### src/rtl/contador_rega.sv
// Irrigation countdown timer: drives the BCD digit and error flag for the display decoder,
// opens the valve for PRESET time units of TPU ticks each and flags invalid presets or faults.
module contador_rega #(
   parameter int unsigned TPU = 60
) (
   input  logic       CLK,
   input  logic       RST_N,
   input  logic       TICK,
   input  logic       START,
   input  logic       STOP,
   input  logic       FAULT,
   input  logic [3:0] PRESET,
   output logic       C3,
   output logic       C2,
   output logic       C1,
   output logic       C0,
   output logic       Er,
   output logic       VALVE,
   output logic       DONE
);

   typedef enum logic [1:0] {
      IDLE  = 2'd0,
      RUN   = 2'd1,
      ERROR = 2'd2
   } state_t;

   localparam logic [7:0] LAST_TICK = 8'(TPU - 1);

   state_t     state;
   logic [3:0] digit;
   logic [7:0] prescaler;
   logic       startQ;
   logic       erReg;
   logic       valveReg;
   logic       doneReg;
   logic       startEdge;

   function automatic logic presetValid(input logic [3:0] p);
      return (p >= 4'd1) && (p <= 4'd9);
   endfunction

   assign startEdge = START & ~startQ;

   // Main controller: state, digit, prescaler and all registered outputs.
   always_ff @(posedge CLK or negedge RST_N) begin
      if (!RST_N) begin
         state     <= IDLE;
         digit     <= 4'd0;
         prescaler <= 8'd0;
         startQ    <= 1'b1;
         erReg     <= 1'b0;
         valveReg  <= 1'b0;
         doneReg   <= 1'b0;
      end else begin
         startQ  <= START;
         doneReg <= 1'b0;
         case (state)
            IDLE: begin
               if (FAULT) begin
                  state    <= ERROR;
                  erReg    <= 1'b1;
                  digit    <= 4'd0;
                  valveReg <= 1'b0;
               end else if (startEdge) begin
                  if (presetValid(PRESET)) begin
                     state     <= RUN;
                     digit     <= PRESET;
                     prescaler <= 8'd0;
                     valveReg  <= 1'b1;
                  end else begin
                     state    <= ERROR;
                     erReg    <= 1'b1;
                     digit    <= 4'd0;
                     valveReg <= 1'b0;
                  end
               end else begin
                  digit    <= 4'd0;
                  valveReg <= 1'b0;
               end
            end
            RUN: begin
               if (FAULT) begin
                  state    <= ERROR;
                  erReg    <= 1'b1;
                  digit    <= 4'd0;
                  valveReg <= 1'b0;
               end else if (STOP) begin
                  state    <= IDLE;
                  digit    <= 4'd0;
                  valveReg <= 1'b0;
               end else if (TICK) begin
                  if (prescaler >= LAST_TICK) begin
                     prescaler <= 8'd0;
                     // Digit never sits at 0 in RUN; <= 1 also guards a corrupted digit
                     if (digit <= 4'd1) begin
                        state    <= IDLE;
                        digit    <= 4'd0;
                        valveReg <= 1'b0;
                        doneReg  <= 1'b1;
                     end else begin
                        digit <= digit - 4'd1;
                     end
                  end else begin
                     prescaler <= prescaler + 8'd1;
                  end
               end else begin
                  prescaler <= prescaler;
               end
            end
            ERROR: begin
               digit    <= 4'd0;
               valveReg <= 1'b0;
               if (STOP && !FAULT) begin
                  state <= IDLE;
                  erReg <= 1'b0;
               end else begin
                  erReg <= 1'b1;
               end
            end
            default: begin
               state    <= IDLE;
               digit    <= 4'd0;
               erReg    <= 1'b0;
               valveReg <= 1'b0;
            end
         endcase
      end
   end

   assign {C3, C2, C1, C0} = digit;
   assign Er               = erReg;
   assign VALVE            = valveReg;
   assign DONE             = doneReg;

   contador_rega_chk #(.TPU(TPU)) chk (
      .CLK      (CLK),
      .RST_N    (RST_N),
      .inRun    (state == RUN),
      .inError  (state == ERROR),
      .digit    (digit),
      .prescaler(prescaler),
      .erFlag   (erReg),
      .valveOn  (valveReg)
   );

endmodule

// Invariant checker for contador_rega: digit range, prescaler range and output/state coherence.
module contador_rega_chk #(
   parameter int unsigned TPU = 60
) (
   input logic       CLK,
   input logic       RST_N,
   input logic       inRun,
   input logic       inError,
   input logic [3:0] digit,
   input logic [7:0] prescaler,
   input logic       erFlag,
   input logic       valveOn
);

   localparam logic [8:0] TPU_W = 9'(TPU);

   digitRange: assert property (@(posedge CLK) disable iff (!RST_N) digit <= 4'd9);
   prescRange: assert property (@(posedge CLK) disable iff (!RST_N) {1'b0, prescaler} < TPU_W);
   erMatches:  assert property (@(posedge CLK) disable iff (!RST_N) erFlag == inError);
   valveMatch: assert property (@(posedge CLK) disable iff (!RST_N) valveOn == inRun);

endmodule

### config.mk
export PLATFORM = sky130hd
export DESIGN_NAME = contador_rega
export DESIGN_NICKNAME = d
export VERILOG_FILES = /design/src/rtl/contador_rega.sv
export SDC_FILE = /design/constraint.sdc
export NUM_CORES = 1
export LEC_CHECK = 0
export ABC_AREA = 1
export ABC_CLOCK_PERIOD_IN_PS = 1730
export BUFFER_PORTS_ARGS = -buffer_cell sky130_fd_sc_hd__buf_4
export CAP_MARGIN = 20
export CORE_MARGIN = 8
export CORE_UTILIZATION = 55
export DETAILED_ROUTE_END_ITERATION = 12
export GPL_TIMING_DRIVEN = 1
export PLACE_DENSITY = 0.78
export RECOVER_POWER = 100
export SYNTH_ARGS = -nofsm -noshare
export SYNTH_HDL_FRONTEND = slang
export SYNTH_HIERARCHICAL = 1
export SYNTH_SLANG_ARGS = --single-unit
export TNS_END_PERCENT = 20
### constraint.sdc
create_clock -name CLK -period 1.73 [get_ports CLK]
set_input_delay 0.346 -clock CLK [delete_from_list [all_inputs] [get_ports CLK]]
set_output_delay 0.346 -clock CLK [all_outputs]
set_load 0.01 [all_outputs]
==> qor.csv, run 1 <==
metric;value;unit
clock.fmax;0.635;GHz
peakVddDrop;0.000702;V
cts_root_buf;clkbuf_4;
yosysSeqAreaShare;41.4;%
worst_pin_slew;0.980;ns
drv_cap;0;
fill_cells;188;
rsz0062_at_grt;false;
r2r_slack;0.15;ns
drt_iter0_drc;29;
dr.pass1.iters;4;
rows;16;
yosys_warnings;6;
hp-class;in2reg;
cp.arrival;1.76;ns
critical_path_class;reg2reg;
maxSlewHeadroom;34.7;%
grt_max_degree;19;
p_seq_share;52.6;%
core_area;0.00192;sq mm
place_hpwl;1.79;mm
clk_pin_slew_worst_paths;0.11;ns
wl_per_cell;12.2;um
place_congestion;0.890;
numClockSinks;18;
grt_pass1_wl;4.15;mm
antenna_found_initial;0;
ant_nets;0;
drcViolationCount;0;
cp_max_fo;9;
num_vias;973;
fin_tns_setup;0;ns
synth_area;0.00109;sq mm
syn-num-nets;158;
finalClockSkew;0.00924;ns
portBuffers;16;
ys_types;24;
die_h;60.5;um
power_density;724;mW/mm^2
fin_util;65.0;%
final-max-slew-violation-count;0;
cts-buffers-inserted;3;
synth_top_cell_by_area;dfrtp_1;
combPwrFrac;18.7;%
p_int;644;uW
io_pins;17;
cp-start-kind;flop;
multi_input_area;554;sq um
grt-ovfl-total;0;
wl_met3;138;um
p_leak;0.000639;uW
cts_htree_levels;1;
area_growth_syn_to_layout;14.7;%
n_antenna_cell;0;
endpoint_kind;flop;
clock_power_share;28.7;%
synthCells;145;
final_layout_size_suffix_gt1_share;17.0;%
seqCellArea;452;sq um
grt_pass1_vias;953;
dp_slack;0.164;ns
ys_ff_latch;18;
final_hold_viol_count;0;
synth_area_leaders;dfrtp_1 (39%), nand2_1 (18%), inv_1 (5.5%);
grt_use_total;14.9;%
cts_tree;built;
setup_slack;0.155;ns
via_per_inst;5.07;
routed_wirelength;2.34;mm
cts_setup_buffers;0;
fin_crit_sh;91.1;%
p_sw_share;28.9;%
p_switching;262;uW
status;finished, final reports clean;
worstPathRequired;1.92;ns
synth_top_area_share;39.0;%
routedLengthMet1;1.06;mm
min_period;1.58;ns
setup_violations;0;
dieWidth;60.5;um
met2_length;1.09;mm
cts_max_path_buffers;2;
dieArea;0.00366;sq mm
synth_area_per_cell;7.52;sq um
final_nets;179;
initial_core_util;56.7;%
worstSkewPairLatency;0.29;ns
top_layer_used;met4;
## layer usage
metal	GRT usage (%)	up-vias
li1	-	491
met1	17.3	446
met2	26.1	30
met3	3.60	6
met4	5.32	0
met5	0	-
## power by group through the flow
stage / combinational, uW / sequential, uW / clock (uW)
after CTS: 176 / 477 / 265
after detailed placement: 171 / 485 / 0
after global routing: 189 / 480 / 287
final: 169 / 476 / 260
after floorplan: 110 / 483 / 0
after global placement: 167 / 483 / 0
## logic make-up (layout without fill, tap and decap cells)
logic type / after synthesis / in the layout / share of synthesized area (%)
xor+xnor: 3 / 3 / 2.41
fa+ha+maj: 3 / 3 / 3.44
flops: 18 / 18 / 41.4
simple gates: 96 / 96 / 41.9
compound gates: 5 / 5 / 3.56
buf+inv: 20 / 40 / 7.23
## cell type report
cell class | instances | share of cell area [%]
tap | 27 | 2.70
inverter | 19 | 5.91
sequential | 18 | 36.1
clock buffer | 4 | 2.90
timing repair buffer | 17 | 8.01
multi-input combinational | 107 | 44.3
## layout by cell type (no fill, tap or decap), types with 2 or more instances in the layout
cell	count
nand2_2	4
nand3b_1	2
inv_2	2
nand3_2	2
clkbuf_4	4
nor2_1	13
dfrtp_1	17
xor2_1	3
ha_1	2
nand2_1	54
nor2_4	2
buf_4	7
nand4_1	6
o21ai_0	2
nand3_1	8
clkbuf_1	8
nor3_1	3
inv_1	16
## sequential cells by signal, indices dropped and copies added, names as in the netlist
signal     flops
startQ         1
Er             1
digit          4
DONE           1
VALVE          1
state          2
prescaler      8
## through the flow
stage / total power (uW) / area, sq um / hold slack [ns] / instances
after floorplan: 593 / 1090 / 0.0504 / 145
after detailed placement: 657 / 1240 / 0.229 / 187
after global placement: 650 / 1240 / 0.225 / 187
after global routing: 956 / 1250 / 0.141 / 192
final: 905 / 1250 / 0.157 / 192
after CTS: 918 / 1280 / 0.154 / 192
## final timing paths
kind                            cells after the start            to    startpoint
worst max-delay path                                6  prescaler[4]      state[1]
worst min-delay path                                1        startQ         START
worst max register to register                      6  prescaler[4]      state[1]
worst min register to register                      2  prescaler[7]  prescaler[7]
max in group asynchronous                           2  prescaler[3]         RST_N
min in group asynchronous                           2      digit[1]         RST_N
## Yosys cell counts
library cell,number
nand3b_1,2
nand3_2,2
inv_2,2
nand2_2,4
inv_4,1
nand2_1,53
dfstp_2,1
inv_1,16
xor2_1,3
nor2_1,13
ha_1,3
nand2_4,1
nor3_4,1
a21oi_1,1
o21ai_4,1
buf_2,1
nand4_1,6
a21boi_0,1
nor3_1,3
nand3_1,8
nor2_2,1
dfrtp_1,17
o21ai_0,2
nor2_4,2
## worst max-delay path, cell delays in order (launching register included)
cell and delay [ns]:
dfrtp_1 0.46, nor3_4 0.34, nand3_2 0.13, nand2_1 0.32
inv_4 0.09, nand2_1 0.08, nand2_1 0.05
## repair_timing
item | CTS | global route
hold buffers | 1 | 0
hold endpoints to repair | 17 | 0
endpoints found under the setup margin | 0 | 3
gates resized for setup | 0 | 1
Power figures use the tool's default switching activity.
==> inputs of run 2 (changes only) <==
- BUFFER_PORTS_ARGS: -buffer_cell sky130_fd_sc_hd__buf_4 -> -buffer_cell sky130_fd_sc_hd__buf_2
- CAP_MARGIN: 20 -> not set
==> qor.csv, run 2 (synthesis gave the netlist of run 1 again) <==
metric;value;unit;change
status;finished, final reports clean;;unchanged
cp.arrival;1.75;ns;was 1.76 ns
dp_cells;187;;unchanged
grt_use_total;14.6;%;was 14.9%
largest-register;prescaler;;unchanged
fin_util;63.7;%;was 65.0%
cts_tree;built;;unchanged
cts-buffers-inserted;3;;unchanged
dp_slack;0.173;ns;was 0.164 ns
combPwrFrac;17.8;%;was 18.7%
ant_nets;0;;unchanged
p_int;637;uW;was 644 uW
finalNonFillerCells;192;;unchanged
die_h;60.5;um;unchanged
clock_power_share;29.1;%;was 28.7%
slowest_delay;0.45;ns;was 0.46 ns
critical_path_class;reg2reg;;unchanged
worstSkewPairLatency;0.30;ns;was 0.29 ns
met2_usage;23.3;%;was 26.1%
drcViolationCount;0;;unchanged
drv_cap;0;;unchanged
largest_registers;prescaler x8, digit x4, state x2;;unchanged
dr.pass1.iters;4;;unchanged
p_sw_share;28.6;%;was 28.9%
endpoint;digit[2];;was prescaler[4]
p_seq_share;53.1;%;was 52.6%
crit_cells;8;;was 6
grt_use_met3;4.24;%;was 3.60%
final_hold_viol_count;0;;unchanged
fill_cells;184;;was 188
core_area;0.00192;sq mm;unchanged
worst_pin_slew;0.945;ns;was 0.980 ns
grt.busiest_layer;met2;;unchanged
peakVddDrop;0.000471;V;was 0.000702 V
drt_iter0_drc;24;;was 29
rr_startpoint;prescaler[0];;was state[1]
initial_core_util;56.7;%;unchanged
dieWidth;60.5;um;unchanged
cts_max_path_buffers;2;;unchanged
clk_pin_slew_worst_paths;0.10;ns;was 0.11 ns
p_leak;0.000635;uW;was 0.000639 uW
maxSlewHeadroom;37.0;%;was 34.7%
clock.fmax;0.641;GHz;was 0.635 GHz
wl_per_cell;12.0;um;was 12.2 um
fin_crit_sh;90.2;%;was 91.1%
path_cells;ha_1, nor2_1, o21ai_4, nand2_2, nand2_2, inv_2, nand2_1, nand2_1;;was nor3_4, nand3_2, nand2_1, inv_4, nand2_1, nand2_1
n_antenna_cell;0;;unchanged
power_density;729;mW/mm^2;was 724 mW/mm^2
cp_max_fo;7;;was 9
area_growth_syn_to_layout;12.3;%;was 14.7%
portBuffers;16;;unchanged
rsz0062_at_grt;false;;unchanged
largest_reg_flops;8;;unchanged
final_layout_size_suffix_gt1_share;16.4;%;was 17.0%
met1_usage;17.6;%;was 17.3%
grt_max_degree;19;;unchanged
final-max-slew-violation-count;0;;unchanged
place_hpwl;1.78;mm;was 1.79 mm
grt_pass1_vias;928;;was 953
numClockSinks;18;;unchanged
rows;16;;unchanged
io_pins;17;;unchanged
grt-ovfl-total;0;;unchanged
critPathBufInv;1;;unchanged
finalClockSkew;0.00561;ns;was 0.00924 ns
num_vias;969;;was 973
cp-start-kind;flop;;unchanged
endpoint_kind;flop;;unchanged
hold_depth;1;;unchanged
mostFrequentLayoutCells;nand2_1 (53), dfrtp_1 (17), inv_1 (16);;was nand2_1 (54), dfrtp_1 (17), inv_1 (16)
cts_htree_levels;1;;unchanged
grt_pass1_wl;4.01;mm;was 4.15 mm
place_congestion;0.914;;was 0.890
rr_worst_depth;8;;was 6
final_nets;179;;unchanged
via_per_inst;5.05;;was 5.07
setup_slack;0.170;ns;was 0.155 ns
final_common_cell;nand2_1;;unchanged
r2r_end;digit[2];;was prescaler[4]
routed_wirelength;2.31;mm;was 2.34 mm
min_period;1.56;ns;was 1.58 ns
critPathSlowestCell;dfrtp_1;;unchanged
fin_tns_setup;0;ns;unchanged
cts_root_buf;clkbuf_4;;unchanged
worstPathRequired;1.92;ns;about the same
dieArea;0.00366;sq mm;unchanged
cp_top_family;flip-flops;;was simple AND/OR/NAND/NOR gates
setup_violations;0;;unchanged
p_switching;255;uW;was 262 uW
crit_start;prescaler[0];;was state[1]
antenna_found_initial;0;;unchanged
hp-class;in2reg;;unchanged
r2r_slack;0.17;ns;was 0.15 ns
==> run 2: cell types whose count changed in the layout (fill, tap and decap cells not counted), sizes merged <==
cell,delta
clkbuf,-1
buf,+1
==> run 2: routing by layer <==
metal,wire [um],share of wire (%)
met3,150,6.5
met2,1100,48
met5,0,0
met4,40,1.7
met1,1020,44
==> run 2: per-stage QoR <==
stage | hold WS [ns] | instance area (sq um) | power (uW)
after floorplan | 0.0504 | 1090 | 593
after global placement | 0.292 | 1200 | 641
after detailed placement | 0.292 | 1200 | 647
after CTS | 0.139 | 1240 | 908
after global routing | 0.122 | 1220 | 944
final | 0.143 | 1220 | 892
==> run 2: final cells by class <==
type	count	area, sq um	area share [%]
multi-input combinational	107	548	44.8
timing repair buffer	17	80.1	6.54
tap	27	33.8	2.76
inverter	19	73.8	6.03
clock buffer	4	36.3	2.97
sequential	18	452	36.9
==> run 2: how the worst min path moves through the flow <==
| stage | from | endpoint | slack, ns |
|---|---|---|---|
| floorplan | RST_N | DONE | 0.05 |
| detailed placement | RST_N | digit[1] | 0.29 |
| CTS | START | startQ | 0.14 |
| finish | START | startQ | 0.14 |
| global placement | RST_N | digit[1] | 0.29 |
| global route | START | startQ | 0.12 |
==> run 2: power by group through the flow <==
stage               clock (uW)  sequential [uW]  combinational, uW
detailed placement           0              484                163
global placement             0              483                158
finish                     260              473                159
floorplan                    0              483                110
CTS                        266              476                166
global route               287              478                179
==> run 2: timing repair <==
action / in CTS / in global routing
endpoints found under the hold margin: 17 / 0
setup buffers: 0 / 0
gates resized for setup: 0 / 0
hold buffers: 1 / 0
